### config.mk
export PLATFORM = sky130hd
export DESIGN_NAME = ram_parity_sp
export DESIGN_NICKNAME = d
export VERILOG_FILES = /design/src/rtl/ram_pkg.sv /design/src/rtl/ram_array.sv /design/src/rtl/ram_parity_sp.sv
export SDC_FILE = /design/constraint.sdc
export NUM_CORES = 2
export LEC_CHECK = 0
export ABC_AREA = 0
export BUFFER_PORTS_ARGS = -buffer_cell sky130_fd_sc_hd__buf_2
export CAP_MARGIN = 10
export CORE_ASPECT_RATIO = 0.8
export CORE_MARGIN = 5
export CORE_UTILIZATION = 57
export CTS_CLUSTER_DIAMETER = 80
export DETAILED_ROUTE_END_ITERATION = 10
export PLACE_DENSITY_LB_ADDON = 0.2
export SLEW_MARGIN = 20
export SYNTH_ARGS = -nofsm -noshare
export SYNTH_HDL_FRONTEND = slang
export SYNTH_SLANG_ARGS = --single-unit
### constraint.sdc
create_clock -name clk -period 2.3 [get_ports clk]
set_input_delay 0.115 -clock clk [delete_from_list [all_inputs] [get_ports clk]]
set_output_delay 0.115 -clock clk [all_outputs]
set_load 0.005 [all_outputs]
### src/rtl/ram_pkg.sv
// Shared constants and the parity helper for the scratch RAM.
// RAM_PARITY_EN selects whether the parity bit is generated.
package ram_pkg;

  localparam int DATA_W = 8;
  localparam int ADDR_W = 8;
  localparam int WORD_W = DATA_W + 1;

  // Even parity: XOR reduction, so {parity, data} always holds an even count of ones.
  function automatic logic parity(input logic [DATA_W-1:0] x);
    return ^x;
  endfunction

endpackage

### src/rtl/ram_array.sv
// Storage array plus per-word valid bits for the scratch RAM.
// Read data is combinational; the top level registers it.
// Valid bits clear asynchronously, but the stored words do not.
module ram_array #(
  parameter int DATA_W = ram_pkg::DATA_W,
  parameter int ADDR_W = ram_pkg::ADDR_W,
  parameter int DEPTH  = 2**ADDR_W
) (
  input  logic              clk,
  input  logic              rst_n,
  input  logic              wr_en,
  input  logic [ADDR_W-1:0] addr,
  input  logic [DATA_W-1:0] wr_data,
  output logic [DATA_W-1:0] rd_data,
  output logic              rd_valid
);

  logic [DATA_W-1:0] mem_q [DEPTH];
  logic [DEPTH-1:0]  valid_q;

  // Word storage: no reset, so it maps onto plain RAM.
  always_ff @(posedge clk) begin
    if (wr_en) begin
      mem_q[addr] <= wr_data;
    end
  end

  // Valid bits: set on write, cleared by reset.
  // This makes stale contents read as zero after reset.
  always_ff @(posedge clk or negedge rst_n) begin
    if (!rst_n) begin
      valid_q <= '0;
    end else if (wr_en) begin
      valid_q[addr] <= 1'b1;
    end
  end

  assign rd_data  = mem_q[addr];
  assign rd_valid = valid_q[addr];

endmodule

### src/rtl/ram_parity_sp.sv
// Single-port scratch RAM with a parity bit on every read word.
// The accessed address is echoed on addr_out.
// With RAM_PARITY_EN undefined, data_out[DATA_W] is tied 0.
module ram_parity_sp #(
  parameter int DATA_W = ram_pkg::DATA_W,
  parameter int ADDR_W = ram_pkg::ADDR_W,
  parameter int DEPTH  = 2**ADDR_W
) (
  input  logic              clk,
  input  logic              rst_n,
  input  logic [DATA_W-1:0] data_in,
  input  logic [ADDR_W-1:0] addr,
  input  logic              we,
  output logic [DATA_W:0]   data_out,
  output logic [ADDR_W-1:0] addr_out
);

  import ram_pkg::*;

  logic              in_range;
  logic              wr_en;
  logic [DATA_W-1:0] rd_data;
  logic              rd_valid;
  logic              par_wr;
  logic              par_rd;
  logic [DATA_W:0]   data_out_d;
  logic [DATA_W:0]   data_out_q;
  logic [ADDR_W-1:0] addr_out_q;

  // The range check is only needed when the array is shallower than the address space.
  generate
    if (DEPTH >= 2**ADDR_W) begin : g_full_range
      assign in_range = 1'b1;
    end else begin : g_partial_range
      assign in_range = (int'({1'b0, addr}) < DEPTH);
    end
  endgenerate

  assign wr_en = ~we & in_range;

  ram_array #(
    .DATA_W (DATA_W),
    .ADDR_W (ADDR_W),
    .DEPTH  (DEPTH)
  ) u_array (
    .clk      (clk),
    .rst_n    (rst_n),
    .wr_en    (wr_en),
    .addr     (addr),
    .wr_data  (data_in),
    .rd_data  (rd_data),
    .rd_valid (rd_valid)
  );

`ifdef RAM_PARITY_EN
  assign par_wr = parity(data_in);
  assign par_rd = parity(rd_data);
`else
  assign par_wr = 1'b0;
  assign par_rd = 1'b0;
`endif

  // Next output word.
  // A write forwards the incoming data (write-first).
  // Invalid or out-of-range accesses return zero.
  always_comb begin
    data_out_d = '0;
    if (in_range) begin
      if (!we) begin
        data_out_d = {par_wr, data_in};
      end else if (rd_valid) begin
        data_out_d = {par_rd, rd_data};
      end
    end
  end

  // Output registers: updated on every edge and cleared asynchronously.
  always_ff @(posedge clk or negedge rst_n) begin
    if (!rst_n) begin
      data_out_q <= '0;
      addr_out_q <= '0;
    end else begin
      data_out_q <= data_out_d;
      addr_out_q <= addr;
    end
  end

  assign data_out = data_out_q;
  assign addr_out = addr_out_q;

endmodule

==> summary.md <==
| Metric | Value |
|---|---|
| Clk_skew | 0.0259 ns |
| Final Hold Fails | 0 |
| RSZ-0062 raised after global routing | yes |
| Yosys top cell by area | edfxtp_1 |
| Final setup vio count | 8 |
| CTS root buf | clkbuf_16 |
| Grt met1 use | a little under half |
| Antenna Nets Post-Route | 0 |
| PnR Total Power | slightly below 90 mW |
| Initial antenna violation count | 4 |
| Number of synthesized flops with an enable pin | slightly above 2000 |
| # clock sinks | roughly 2300 |
| Layout area overhead | 23.1% |
| Layout Cells excl Fill | between 7000 and 8000 |
| Busiest grt layer | met1 |
| Initial core utilization | 57.1% |
| Slew Limit Fails | 0 |
| Synth top area share | between 60% and 70% |
| Top-count cell post-synth | edfxtp_1 |
| Vias in the first global route | between 40000 and 50000 |
| Die Ht | approximately 360 um |
| Asr flop ratio synth | a little under an eighth |
| Register bit count reported by yosys | 2320 |
| Placer Congestion | between 0.9 and 1 |
| Met3 usage | under 10% |
| Postcts setup bufs | 0 |
| DIE WIDTH | 453 um |
| Total core area | about 160000 sq um |
| Most used cell along the critical path | mux4_2 |
| NumNets Final | 5200 |
| Routed WL per cell | 32.6 um |
| Post-synthesis sequential area ratio | 76.5% |
| Status | complete, but fails checks |
| Hold path start | addr[5] |
| Highest Clock Rate | about 380 MHz |
| Post-DP HPWL | ~160 mm |
| Worst path max stage delay | 0.56 ns |
| Share of layout cells above drive strength 1 | 45.4% |
| Routing usage on met2 | 45.2% |
| Worst-Margin Slew | about 1.0 ns |
| Maximum VDD drop | about 0.00078 V |
| Global route overflow | 0 |
| Synthesized area | 89300 sq um |
| Max-Cap Viols | 0 |
| Mapped Cells | 4189 |
| Crit Path Max Fanout | 1 |
| Clk_lat worst skew | 0.83 ns |
| Req. time, crit path | approximately 3.0 ns |
| First-pass iteration count of the detailed router | 6 |
| Distinct cells, synth | about 50 |
| Slew headroom | around 31% |
| Crit path kind | reg -> reg |
| Critical-path top delay cell | mux4_2 |
| Syn nets | 4208 |
| Startpoint types | flip-flop |
| Critical Path, Cell by Cell | mux4_2 -> mux4_2 -> a32oi_1 -> buf_4 -> o211ai_1 -> a311oi_1 -> o22ai_1 |
| # placed instances | 7060 |
| WL final | 244 mm |
| Total Die Area | roughly 160000 sq um |
| Synth top cells by count | edfxtp_1 (2048), mux4_2 (629), nor2_1 (277), dfrtp_1 (272), or2_2 (259) |
| Failing checks | setup timing |
| Clock buffer count from CTS | between 200 and 250 |
| CTS H-tree depth | 4 |
| YS warnings | 0 |
| Syn_area_per_cell | roughly 21 sq um |
| Via count | a little under 50000 |
| Worst r2r src | u_array.mem_q[140][7] |
| Pin count of the biggest net entering global routing | between 80 and 90 |
| Tcrit/Tclk final | 114% |
| Hold Crit Class | in -> reg |
| Final worst slack | -0.331 ns |
| Rows | 130 |
| Clk slew on worst S/H paths | ~0.06 ns |
| Pwr/cell area | between 800 and 900 nW/um^2 |
| Port bufs | 34 |
| Most area-consuming cells after synthesis | edfxtp_1 (69%), mux4_2 (16%), dfrtp_1 (7.6%), or2_2 (1.8%), a22oi_1 (1.2%) |
| Crit end category | flip-flop |
| DR iter-0 viols | 6745 |
| Post-route minimum period | ~2.6 ns |
| Fill count | 9326 |
| Global-route wire length before repair | approximately 350 mm |
| Leakage | 38.3 nW |
| CP Launch Point | u_array.mem_q[140][7] |
| Io pins | 36 |
| Worst Path Arrival | between 3 and 4 ns |
| GR Util All Layers | 30.3% |
| Via-to-Cell Ratio | around 6.5 |
| DR DRC count | 0 |
| CTS tree | built |
| Synth Flop Type | edfxtp_1 |
| CTS Buffer Depth | 3 |
==> critical path, delay by kind of cell (launching register included) <==
kind,cells,cell delay (ns)
muxes,2,1.06
buffers and inverters,1,0.18
AOI/OAI and AO/OA,4,0.89
DFF,1,0.40
==> layout by cell type, fill, tap and decap left out, types with 6 or more instances in the layout <==
| master | Yosys | layout |
|---|---|---|
| a21oi_1 | 69 | 62 |
| a21oi_2 | 0 | 6 |
| a22oi_1 | 144 | 133 |
| a22oi_2 | 0 | 11 |
| a32oi_1 | 8 | 8 |
| buf_12 | 0 | 251 |
| buf_2 | 63 | 20 |
| buf_4 | 24 | 709 |
| bufinv_16 | 0 | 26 |
| clkbuf_1 | 121 | 54 |
| clkbuf_16 | 0 | 215 |
| clkbuf_8 | 0 | 21 |
| clkinv_1 | 0 | 33 |
| clkinv_2 | 0 | 40 |
| clkinvlp_4 | 0 | 10 |
| dfrtp_1 | 272 | 272 |
| dlygate4sd3_1 | 0 | 19 |
| edfxtp_1 | 2048 | 2048 |
| inv_1 | 9 | 8 |
| mux2i_1 | 37 | 37 |
| mux4_2 | 629 | 629 |
| nand2_1 | 63 | 50 |
| nand2_2 | 0 | 13 |
| nand2b_1 | 6 | 6 |
| nand3_1 | 12 | 8 |
| nor2_1 | 277 | 92 |
| nor2_2 | 0 | 113 |
| nor2_4 | 0 | 72 |
| nor2b_1 | 15 | 13 |
| nor3_1 | 10 | 9 |
| nor4_1 | 12 | 9 |
| o211ai_1 | 8 | 8 |
| o22ai_1 | 12 | 9 |
| or2_2 | 259 | 259 |
==> power by group <==
part,switching [mW],internal (mW)
sequential,0.240,46.3
clock,15.3,20.5
combinational,3.22,2.53
total,18.8,69.3
==> cell families (layout without fill, tap and decap cells) <==
kind of cell / count (synthesis) / count (layout) / share of synthesized area [%]
buffers and inverters: 246 / 1424 / 1.28
AND/OR/NAND/NOR: 670 / 670 / 3.72
flip-flops: 2320 / 2320 / 76.5
other: 1 / 6 / 0.00420
AO/OA/AOI/OAI: 284 / 284 / 2.22
multiplexers: 668 / 668 / 16.3
==> through the flow <==
stage	setup slack [ns]	hold WS [ns]	TNS (ns)	instance area [sq um]	util (%)
floorplan	-0.0641	-0.181	-44.17	90700	-
global placement	-1.46	0.0662	-108.36	102000	65.5
detailed placement	-1.25	0.0681	-134.05	102000	65.5
CTS	-0.298	0.155	-2.01	110000	70.3
global route	-0.373	0.169	-2.81	110000	70.3
finish	-0.331	0.208	-2.33	110000	70.3
==> path summary, 6_finish.rpt <==
path	slack, ns	depth (start not counted)	endpoint
hold reg to reg	0.46	1	u_array.valid_q[134]
min in group asynchronous	0.51	4	u_array.valid_q[74]
hold / removal	0.21	3	addr_out[5]
max in group asynchronous	1.29	4	u_array.valid_q[225]
setup / recovery	-0.33	7	data_out[7]
setup reg to reg	-0.33	7	data_out[7]
==> repair_timing <==
action	4_1_cts	5_1_grt
endpoints found under the hold margin	715	0
hold buffers	20	0
gates resized for setup	19	19
pin swaps	17	11
endpoints found under the setup margin	8	8
==> layout make-up <==
class                           instances  area (sq um)  area share (%)
Antenna cell                            5          12.5          0.0114
Clock buffer                          281          5750            5.23
Clock inverter                        119          1330            1.21
Inverter                               10          37.5          0.0342
Multi-Input combinational cell       1623         21000            19.1
Sequential cell                      2320         68300            62.1
Tap cell                             2112          2640            2.40
Timing Repair Buffer                 1014         10900            9.88
==> flip-flops by register name, summed over array words and instances, names as in the netlist <==
name,cells
data_out,8
addr_out,8
u_array.mem_q,2048
u_array.valid_q,256
==> routing by layer <==
layer	part of all wire, %	vias to the layer above
met5	0.038	-
met4	3.5	6
met3	11	436
met2	46	2979
met1	40	25700
li1	-	19300
(Power assumes the default switching activity.)
